`src/rtl/systolic_pkg.sv`:
```
// Shared definitions for the systolic array front-end: default sizes,
// FSM state encoding, matrix select codes and width helpers.
package systolic_pkg;

    localparam int DEF_DATA_W    = 32;
    localparam int DEF_N         = 4;
    localparam int DEF_DRAIN_MAX = 16;

    // wr_sel_i encodings
    localparam logic SEL_A = 1'b0;
    localparam logic SEL_B = 1'b1;

    typedef enum logic [1:0] {
        ST_IDLE  = 2'd0,
        ST_FEED  = 2'd1,
        ST_DRAIN = 2'd2,
        ST_DONE  = 2'd3
    } state_t;

    // Width of the wavefront counter t, which spans 0..2N-2.
    function automatic int t_width(input int n);
        return $clog2(2 * n);
    endfunction

    // Width of a row-major element index into an N x N matrix.
    function automatic int addr_width(input int n);
        return $clog2(n * n);
    endfunction

endpackage

```
`src/rtl/systolic_feeder_if.sv`:
```
// Element-wise matrix write port.
// Handshake: a write transfers on a rising clock edge where wr_valid_i and
// wr_ready_o are both high; the requester holds valid, sel, addr and data
// stable until that edge, and ready may drop at any time without a transfer.
interface systolic_feeder_if
    import systolic_pkg::*;
#(
    parameter int DATA_W = DEF_DATA_W,
    parameter int N      = DEF_N
);
    localparam int ADDR_W = addr_width(N);

    logic              wr_valid_i;
    logic              wr_ready_o;
    logic              wr_sel_i;
    logic [ADDR_W-1:0] wr_addr_i;
    logic [DATA_W-1:0] wr_data_i;

    modport master (
        output wr_valid_i,
        output wr_sel_i,
        output wr_addr_i,
        output wr_data_i,
        input  wr_ready_o
    );

    modport slave (
        input  wr_valid_i,
        input  wr_sel_i,
        input  wr_addr_i,
        input  wr_data_i,
        output wr_ready_o
    );

endinterface

```
`src/rtl/systolic_skew_lane.sv`:
```
// One skewed operand lane: picks element (t - LANE) of a stored row/column,
// or zero while the wavefront has not yet reached / has already left the lane.
module systolic_skew_lane
    import systolic_pkg::*;
#(
    parameter int DATA_W = DEF_DATA_W,
    parameter int N      = DEF_N,
    parameter int LANE   = 0,
    parameter int T_W    = t_width(DEF_N)
) (
    input  logic [T_W-1:0]      t_i,
    input  logic [N*DATA_W-1:0] vec_i,
    output logic [DATA_W-1:0]   elem_o
);

    logic [T_W-1:0] w_idx;

    // Unsigned offset with an explicit lower bound check, so no wrapped index is ever read.
    always_comb begin
        w_idx  = t_i - T_W'(LANE);
        elem_o = '0;
        if ((t_i >= T_W'(LANE)) && (w_idx < T_W'(N))) begin
            for (int k = 0; k < N; k++) begin
                if (w_idx == T_W'(k)) begin
                    elem_o = vec_i[k*DATA_W +: DATA_W];
                end
            end
        end
    end

endmodule

```
`src/rtl/systolic_feeder.sv`:
```
// Front-end driver for the N x N systolic multiplier: buffers A and B,
// streams diagonally skewed wavefronts on start, then waits for the array.
module systolic_feeder
    import systolic_pkg::*;
#(
    parameter int DATA_W    = DEF_DATA_W,
    parameter int N         = DEF_N,
    parameter int DRAIN_MAX = DEF_DRAIN_MAX
) (
    input  logic                clk_i,
    input  logic                rst_i,
    systolic_feeder_if.slave    wr,
    input  logic                start_i,
    output logic [N*DATA_W-1:0] left_o,
    output logic [N*DATA_W-1:0] up_o,
    output logic                feed_valid_o,
    input  logic                done_i,
    output logic                busy_o,
    output logic                done_o,
    output logic                err_o,
    output state_t              state_o
);

    localparam int T_W    = t_width(N);
    localparam int D_W    = $clog2(DRAIN_MAX + 1);
    localparam int ADDR_W = addr_width(N);

    state_t              r_state;
    state_t              w_state_next;
    logic [T_W-1:0]      r_t;
    logic [D_W-1:0]      r_drain;
    logic [DATA_W-1:0]   r_mat_a [N*N];
    logic [DATA_W-1:0]   r_mat_b [N*N];
    logic [N*DATA_W-1:0] r_left;
    logic [N*DATA_W-1:0] r_up;
    logic                r_feed_valid;
    logic                r_err;

    logic [N*DATA_W-1:0] w_row_vec [N];
    logic [N*DATA_W-1:0] w_col_vec [N];
    logic [N*DATA_W-1:0] w_left_next;
    logic [N*DATA_W-1:0] w_up_next;
    logic                w_wr_fire;
    logic                w_start;
    logic                w_feed_last;
    logic                w_timeout;

    assign wr.wr_ready_o = (r_state == ST_IDLE);
    assign w_wr_fire     = wr.wr_valid_i && wr.wr_ready_o;
    assign w_start       = (r_state == ST_IDLE) && start_i;
    assign w_feed_last   = (r_state == ST_FEED) && (r_t == T_W'(2*N - 2));
    assign w_timeout     = (r_state == ST_DRAIN) && !done_i && (r_drain == D_W'(DRAIN_MAX - 1));

    // Matrix buffers; an index with no matching entry is simply dropped.
    always_ff @(posedge clk_i or posedge rst_i) begin
        if (rst_i) begin
            for (int k = 0; k < N*N; k++) begin
                r_mat_a[k] <= '0;
                r_mat_b[k] <= '0;
            end
        end else if (w_wr_fire) begin
            for (int k = 0; k < N*N; k++) begin
                if (wr.wr_addr_i == ADDR_W'(k)) begin
                    if (wr.wr_sel_i == SEL_A) r_mat_a[k] <= wr.wr_data_i;
                    if (wr.wr_sel_i == SEL_B) r_mat_b[k] <= wr.wr_data_i;
                end
            end
        end
    end

    // Regroup buffers into per-row (A) and per-column (B) vectors for the lanes.
    always_comb begin
        for (int r = 0; r < N; r++) begin
            w_row_vec[r] = '0;
            w_col_vec[r] = '0;
            for (int j = 0; j < N; j++) begin
                w_row_vec[r][j*DATA_W +: DATA_W] = r_mat_a[r*N + j];
                w_col_vec[r][j*DATA_W +: DATA_W] = r_mat_b[j*N + r];
            end
        end
    end

    for (genvar g = 0; g < N; g++) begin : g_lane
        systolic_skew_lane #(.DATA_W(DATA_W), .N(N), .LANE(g), .T_W(T_W)) u_row (
            .t_i    (r_t),
            .vec_i  (w_row_vec[g]),
            .elem_o (w_left_next[g*DATA_W +: DATA_W])
        );
        systolic_skew_lane #(.DATA_W(DATA_W), .N(N), .LANE(g), .T_W(T_W)) u_col (
            .t_i    (r_t),
            .vec_i  (w_col_vec[g]),
            .elem_o (w_up_next[g*DATA_W +: DATA_W])
        );
    end

    // FSM state register.
    always_ff @(posedge clk_i or posedge rst_i) begin
        if (rst_i) r_state <= ST_IDLE;
        else       r_state <= w_state_next;
    end

    // Next-state logic; done_i only matters once the feed is over.
    always_comb begin
        w_state_next = r_state;
        case (r_state)
            ST_IDLE:  if (start_i) w_state_next = ST_FEED;
            ST_FEED:  if (w_feed_last) w_state_next = ST_DRAIN;
            ST_DRAIN: if (done_i || w_timeout) w_state_next = ST_DONE;
            ST_DONE:  w_state_next = ST_IDLE;
            default:  w_state_next = ST_IDLE;
        endcase
    end

    // Wavefront counter t and drain timeout counter, both zero outside their state.
    always_ff @(posedge clk_i or posedge rst_i) begin
        if (rst_i) begin
            r_t     <= '0;
            r_drain <= '0;
        end else begin
            r_t     <= (r_state == ST_FEED)  ? r_t + T_W'(1)     : '0;
            r_drain <= (r_state == ST_DRAIN) ? r_drain + D_W'(1) : '0;
        end
    end

    // Registered operand outputs: wavefront t appears the cycle after t is current.
    always_ff @(posedge clk_i or posedge rst_i) begin
        if (rst_i) begin
            r_left       <= '0;
            r_up         <= '0;
            r_feed_valid <= 1'b0;
        end else begin
            r_left       <= (r_state == ST_FEED) ? w_left_next : '0;
            r_up         <= (r_state == ST_FEED) ? w_up_next   : '0;
            r_feed_valid <= (r_state == ST_FEED);
        end
    end

    // Sticky timeout flag, cleared by the next accepted start.
    always_ff @(posedge clk_i or posedge rst_i) begin
        if (rst_i)          r_err <= 1'b0;
        else if (w_start)   r_err <= 1'b0;
        else if (w_timeout) r_err <= 1'b1;
    end

    assign left_o       = r_left;
    assign up_o         = r_up;
    assign feed_valid_o = r_feed_valid;
    assign busy_o       = (r_state == ST_FEED) || (r_state == ST_DRAIN);
    assign done_o       = (r_state == ST_DONE);
    assign err_o        = r_err;
    assign state_o      = r_state;

endmodule
```
`src/flat_wrapper.sv`:
```
// flat-port wrapper written by rule: the top's interface ports become plain ports
module systolic_feeder_flat import systolic_pkg::*;
#(
    parameter int DATA_W    = DEF_DATA_W,
    parameter int N         = DEF_N,
    parameter int DRAIN_MAX = DEF_DRAIN_MAX
)
  (clk_i, rst_i, start_i, left_o, up_o, feed_valid_o, done_i, busy_o, done_o, err_o, state_o, wr_wr_valid_i, wr_wr_sel_i, wr_wr_addr_i, wr_wr_data_i, wr_wr_ready_o);
  systolic_feeder_if #(.DATA_W(DATA_W), .N(N)) wr_i ();
  input  logic clk_i;
  input  logic rst_i;
  input  logic start_i;
  output logic [N*DATA_W-1:0] left_o;
  output logic [N*DATA_W-1:0] up_o;
  output logic feed_valid_o;
  input  logic done_i;
  output logic busy_o;
  output logic done_o;
  output logic err_o;
  output state_t state_o;
  input wire logic [$bits(wr_i.wr_valid_i)-1:0] wr_wr_valid_i;
  input wire logic [$bits(wr_i.wr_sel_i)-1:0] wr_wr_sel_i;
  input wire logic [$bits(wr_i.wr_addr_i)-1:0] wr_wr_addr_i;
  input wire logic [$bits(wr_i.wr_data_i)-1:0] wr_wr_data_i;
  output wire logic [$bits(wr_i.wr_ready_o)-1:0] wr_wr_ready_o;
  assign wr_i.wr_valid_i = wr_wr_valid_i;
  assign wr_i.wr_sel_i = wr_wr_sel_i;
  assign wr_i.wr_addr_i = wr_wr_addr_i;
  assign wr_i.wr_data_i = wr_wr_data_i;
  assign wr_wr_ready_o = wr_i.wr_ready_o;
  systolic_feeder #(.DATA_W(DATA_W), .N(N), .DRAIN_MAX(DRAIN_MAX)) u_core (.clk_i(clk_i), .rst_i(rst_i), .wr(wr_i), .start_i(start_i), .left_o(left_o), .up_o(up_o), .feed_valid_o(feed_valid_o), .done_i(done_i), .busy_o(busy_o), .done_o(done_o), .err_o(err_o), .state_o(state_o));
endmodule
```
`config.mk`:
```
export PLATFORM = sky130hd
export DESIGN_NAME = systolic_feeder_flat
export DESIGN_NICKNAME = d
export VERILOG_FILES = /design/src/rtl/systolic_pkg.sv /design/src/rtl/systolic_feeder_if.sv /design/src/rtl/systolic_skew_lane.sv /design/src/rtl/systolic_feeder.sv /design/src/flat_wrapper.sv
export SDC_FILE = /design/constraint.sdc
export NUM_CORES = 2
export LEC_CHECK = 0
export CORE_MARGIN = 1.5
export CORE_UTILIZATION = 50
export DETAILED_ROUTE_END_ITERATION = 7
export PLACE_DENSITY = 0.78
export SYNTH_ARGS = -nofsm -noshare
export SYNTH_HDL_FRONTEND = slang
export SYNTH_SLANG_ARGS = --single-unit
```
`constraint.sdc`:
```
create_clock -name clk_i -period 61.1 [get_ports clk_i]
set_clock_uncertainty 0.2 [all_clocks]
set_input_delay 12.22 -clock clk_i [delete_from_list [all_inputs] [get_ports clk_i]]
set_output_delay 12.22 -clock clk_i [all_outputs]
set_load 0.1 [all_outputs]
```
---- Word-level counts from Yosys, hierarchy flattened ----
Cells that the tools add are included.
cells by class
  add/sub/neg operators ................... 5
  $lt $le $gt $ge ......................... 8
  equal/unequal tests ..................... 35
  mux-type cells .......................... 50
  bitwise operators ....................... 1
  reductions and logical operators ........ 52
operators by type and width
  operator                                                                              count
  32-bit two-way mux                                                                    40
  128-bit two-way mux                                                                   2
  3-bit AND reduction                                                                   33
  4-bit == test (second input constant)                                                 8
  3-bit by 2-bit == test with 1-bit output (second input constant)                      8
  4-bit by 3-bit == test with 1-bit output (second input constant)                      4
  3-bit by 1-bit == test with 1-bit output (second input constant)                      4
  3-bit zero test                                                                       4
  3-bit less-than comparator (second input constant)                                    4
  1-bit logical AND                                                                     9
  4-bit by 2-bit == test with 1-bit output (second input constant)                      2
  2-bit one-hot mux with 4 select lines                                                 1
  3-bit by 1-bit greater-or-equal comparator with 1-bit output (second input constant)  2
  3-bit by 2-bit greater-or-equal comparator with 1-bit output (second input constant)  2
  2-bit two-way mux                                                                     3
  3-bit by 2-bit subtractor with 3-bit output (second input constant)                   2
  5-bit by 1-bit adder with 5-bit output (second input constant)                        1
  5-bit by 4-bit == test with 1-bit output (second input constant)                      1
  5-bit two-way mux                                                                     1
  2-bit == test (second input constant)                                                 2
  4-bit by 1-bit == test with 1-bit output (second input constant)                      1
  4-bit zero test                                                                       1
  2-bit by 1-bit != test with 1-bit output (second input constant)                      2
  3-bit by 1-bit adder with 3-bit output (second input constant)                        1
  other kinds (11)                                                                      13
word-level totals
  register bits after elaboration ......... 1292
  input bits .............................. 42
  output and inout port bits .............. 263

---- Longest topological paths before layout ----
  depth after elaboration ................. 8
  depth in mapped cells ................... 8

---- Hierarchy ----
Synthesis repeated with hierarchy kept, for this count alone.
second synthesis, totals
  cells, all modules ...................... 4115
  area total of the unflattened synthesis .. 57807.9 um2
modules (own cells, without submodules)
  module                                           instances  cells an instance  area each (um2)
  systolic_feeder                                  1          2877               46997.6
  systolic_skew_lane (u_core.g_lane[3].u_col ...)  2          240                1889.3
  systolic_skew_lane (u_core.g_lane[1].u_col ...)  2          156                1492.7
  systolic_skew_lane (u_core.g_lane[0].u_col ...)  2          112                1026.0
  systolic_skew_lane (u_core.g_lane[2].u_col ...)  2          111                997.2

---- Least setup slack after synthesis ----
Ideal clock, no wire load.
  kind .................................... reg-to-output
  start point ............................. register u_core.r_state[0], in the netlist u_core.state_o[0]
  end point ............................... output port busy_o
  arrival ................................. 2.057 ns
  required time ........................... 48.680 ns
  setup slack ............................. 46.623 ns
  cell stages (with the launch flop) ...... 3
  buffers on the path ..................... 0
  cell sequence ........................... dfrtp_1 > inv_1 > ha_1
on the way
  longest elaborated chain between the ends .. 2
RTL lines
  item                                                                       RTL line                RTL
  from (decl)                                                                systolic_feeder.sv:28   state_t r_state;
  from (signal assigned)                                                     systolic_feeder.sv:99   else r_state <= w_state_next;
  2-bit by 1-bit == test with 1-bit output or 2-bit == test (tied branches)  systolic_feeder.sv:148  assign busy_o = (r_state == ST_FEED) || (r_state == ST_DRAIN);
  1-bit logical OR *                                                         systolic_feeder.sv:148
  to (decl)                                                                  flat_wrapper.sv:17      output logic busy_o;
Mark *: on every way between the ends. The rest lies on a longest branch, timed or not.

---- Worst setup path after layout ----
  start point ............................. register u_core.r_state[1], in the netlist u_core.state_o[1]
  end point ............................... output port wr_wr_ready_o
on the way
  longest elaborated chain between the ends .. 1
RTL lines
  item             RTL line               RTL
  2-bit zero test  systolic_feeder.sv:48  assign wr.wr_ready_o = (r_state == ST_IDLE);
  to (decl)        flat_wrapper.sv:25     output wire logic [$bits(wr_i.wr_ready_o)-1:0] wr_wr_ready_o;
Every way passes these cells.

==> impl_metrics.yaml <==
power:
  p_int_mw: 1.76
  p_switching_uw: 863
  leakagePower_nw: 28.7
  ir_drop_mv: 0.0277
  switching_share: 0.328
  pwr-share-comb: 0.259
  power_density_nw_per_um2: 42.3
  p_clk_frac: 0.314
  pwr-share-seq: 0.427
grt:
  grt_use_total: 0.263
  grt_pass1_wl_mm: 222
  grt_overflow: 0
  grt_pass1_vias: 35700
  grt_max_degree: 172
  grt_antenna_before_repair: 14
place:
  placed_cell_area_sq_um: 57600
  routabilityCongestion: 0.771
  dp.final_hpwl_mm: 79.0
  placement.io_buffers: 304
clock_tree:
  cts_tree: "done"
  insertion_delay_ns: 0.74
  cts_buffers: 134
  h-tree-depth: 4
  cts_hold_buf: 0
  cts_resized: 0
  clk_pin_slew_ns: 0.06
  cts_root_buf: "clkbuf_16"
  cts_setup_buffers: 0
  clk_path_buf_depth: 3
  clock_sinks: 1292
hold_path:
  hold_path.class: "reg -> reg"
  hold_start: "u_core.r_drain[0]"
final_layout:
  stdcell_area_sq_um: 62100
  areaGrowthSynthToFinish_pct: 14.9
  drive_gt1_frac: 0.315
  layout.nets: 4275
detailed_routing:
  drt_first_pass_iters: 5
  first_iter_violations: 3375
  wl_per_cell_um: 25.5
  drtAntennaViolNets: 0
  finalWirelength_mm: 146
  vias: 35000
  drcViolationCount: 0
  via_per_inst: 6.12
synthesis:
  postSynthCellCount: 4117
  yosysWarnings: 0
  synthFlopType: "dfrtp_1"
  synth_most_common_cell: "dfrtp_1"
  synth_top_area_cell: "dfrtp_1"
  synth_common_cells: "1292 x dfrtp_1, 982 x mux2_2, 262 x clkbuf_1"
  synth_cell_types: 48
  synth_area_sq_um: 54000
  synth_top_area_frac: 0.598
  synth_area_leaders: "dfrtp_1 60%, mux2_2 20%, o21ai_0 2.3%"
  syn_nets: 4176
  synth_seq_cells: 1292
  synth.avg_cell_area_sq_um: 13.1
  synth_edf_count: 0
  async_flop_share: 1.00
  ys_seq_area_frac: 0.598
worst_setup_path:
  timing.rr.start: "u_core.r_t[0]"
  arrival_ns: 3.22
  crit_chain: "inv_1 > ha_1 > clkdlybuf4s50_1"
  cp_max_fo: 18
  required_ns: 48.68
  crit_type: "reg -> out"
  slowest_delay_ns: 1.27
  cp_slowest_cell: "clkdlybuf4s50_1"
  crit_start: "u_core.state_o[1]"
  cp-start-kind: "flop"
  setup.worst_path.end_class: "primary output"
timing:
  setup_tns_ns: 0
  setup_violations: 0
  drv_slew: 0
  finalCriticalPeriod_ns: 15.64
  period_share: 0.256
  tightest_slew_ns: 1.17
  slew_headroom: 0.218
  holdWs_ns: 0.260
  hold_viol_final: 0
  fmax_mhz: 64.0
  grt_setup_unrepaired: "false"
die:
  rows: 120
  core_area_sq_um: 107000
  io_pins: 305
  start_util: 0.505
  die_y_um: 332
  die-area_sq_um: 110000
  die_w_um: 332
outcome:
  status: "finished clean"
flow_run:
  maxCapViolations: 0
layer usage:
metal | vias up | global-route usage | wire length, um | part of all wire
li1 | 14900 | - | - | -
met1 | 18500 | 0.355 | 61100 | 0.42
met2 | 1387 | 0.414 | 68500 | 0.47
met3 | 282 | 0.0509 | 10200 | 0.070
met4 | 6 | 0.116 | 5980 | 0.041
met5 | - | 0 | 37 | 0.00025
worst max-delay path, delay by kind of cell (launching register included):
family | cells | cell delay [ns]
buffers and inverters | 2 | 1.40
adder cells (fa/ha/maj) | 1 | 0.67
flip-flops | 1 | 0.43
cells in the final DEF (no fill, tap or decap), types with 60 or more instances in the layout:
master           instances
a21oi_1                129
a221oi_1                64
a22o_1                  64
a311oi_1                64
a31oi_1                 65
a32o_1                  64
buf_4                   60
clkbuf_16              136
clkdlybuf4s50_1        276
dfrtp_1               1292
inv_1                   71
mux2_2                 982
nand2_1                201
nand2b_1                65
nand3_1                130
nand3b_1                66
nor2_1                  65
o21ai_0                244
power groups by stage:
stage          registers [mW]  clock network (mW)  logic [mW]
2_1_floorplan            1.22                   0       0.407
3_3_place_gp             1.12                   0       0.658
3_5_place_dp             1.13                   0       0.674
4_1_cts                  1.12               0.836       0.679
5_1_grt                  1.14               0.872       0.726
6_report                 1.12               0.825       0.681
flip-flops by register name, summed over array words and instances (netlist names):
name,flops
u_core.r_mat_a,512
u_core.r_mat_b,512
u_core.left_o,128
u_core.up_o,128
u_core.r_drain,5
u_core.r_t,3
u_core.state_o,2
u_core.err_o,1
u_core.feed_valid_o,1
layout make-up:
cell class	instances	area [sq um]
fillers	8171	45000
flip-flops and latches	1292	32300
multi-input cells	2348	19800
clock buffers	182	3860
repair buffers	367	3410
well taps	1403	1760
clock inverters	54	606
inverters	73	287
diodes	4	10.0
path summary, 6_finish.rpt:
kind	slack, ns	cells after the start	end
min reg2reg	0.26	1	u_core.r_drain[0]
min in group asynchronous	11.87	2	u_core.left_o[13]
max in group asynchronous	45.56	5	u_core.up_o[123]
max reg2reg	57.01	6	u_core.state_o[1]
max	45.46	3	wr_wr_ready_o
min	0.26	1	u_core.r_drain[0]
cell families after synthesis:
kind of cell,after synthesis,share of synthesized area
multiplexers,1025,0.216
AND/OR/NAND/NOR,594,0.0563
adder cells (fa/ha/maj),17,0.00394
buffers and inverters,477,0.0385
XOR/XNOR,2,0.000324
AO/OA/AOI/OAI,710,0.0869
flip-flops,1292,0.598
per-stage QoR:
stage,setup WS (ns),power (mW),cells,utilization
after floorplan,12.27,1.63,4117,-
after detailed placement,44.76,1.80,5483,0.538
after global routing,45.05,2.74,5719,0.580
after global placement,44.81,1.78,5483,0.538
final,45.46,2.63,5723,0.580
after CTS,45.46,2.63,5719,0.580
No activity file was read; power rests on OpenSTA's default activity.
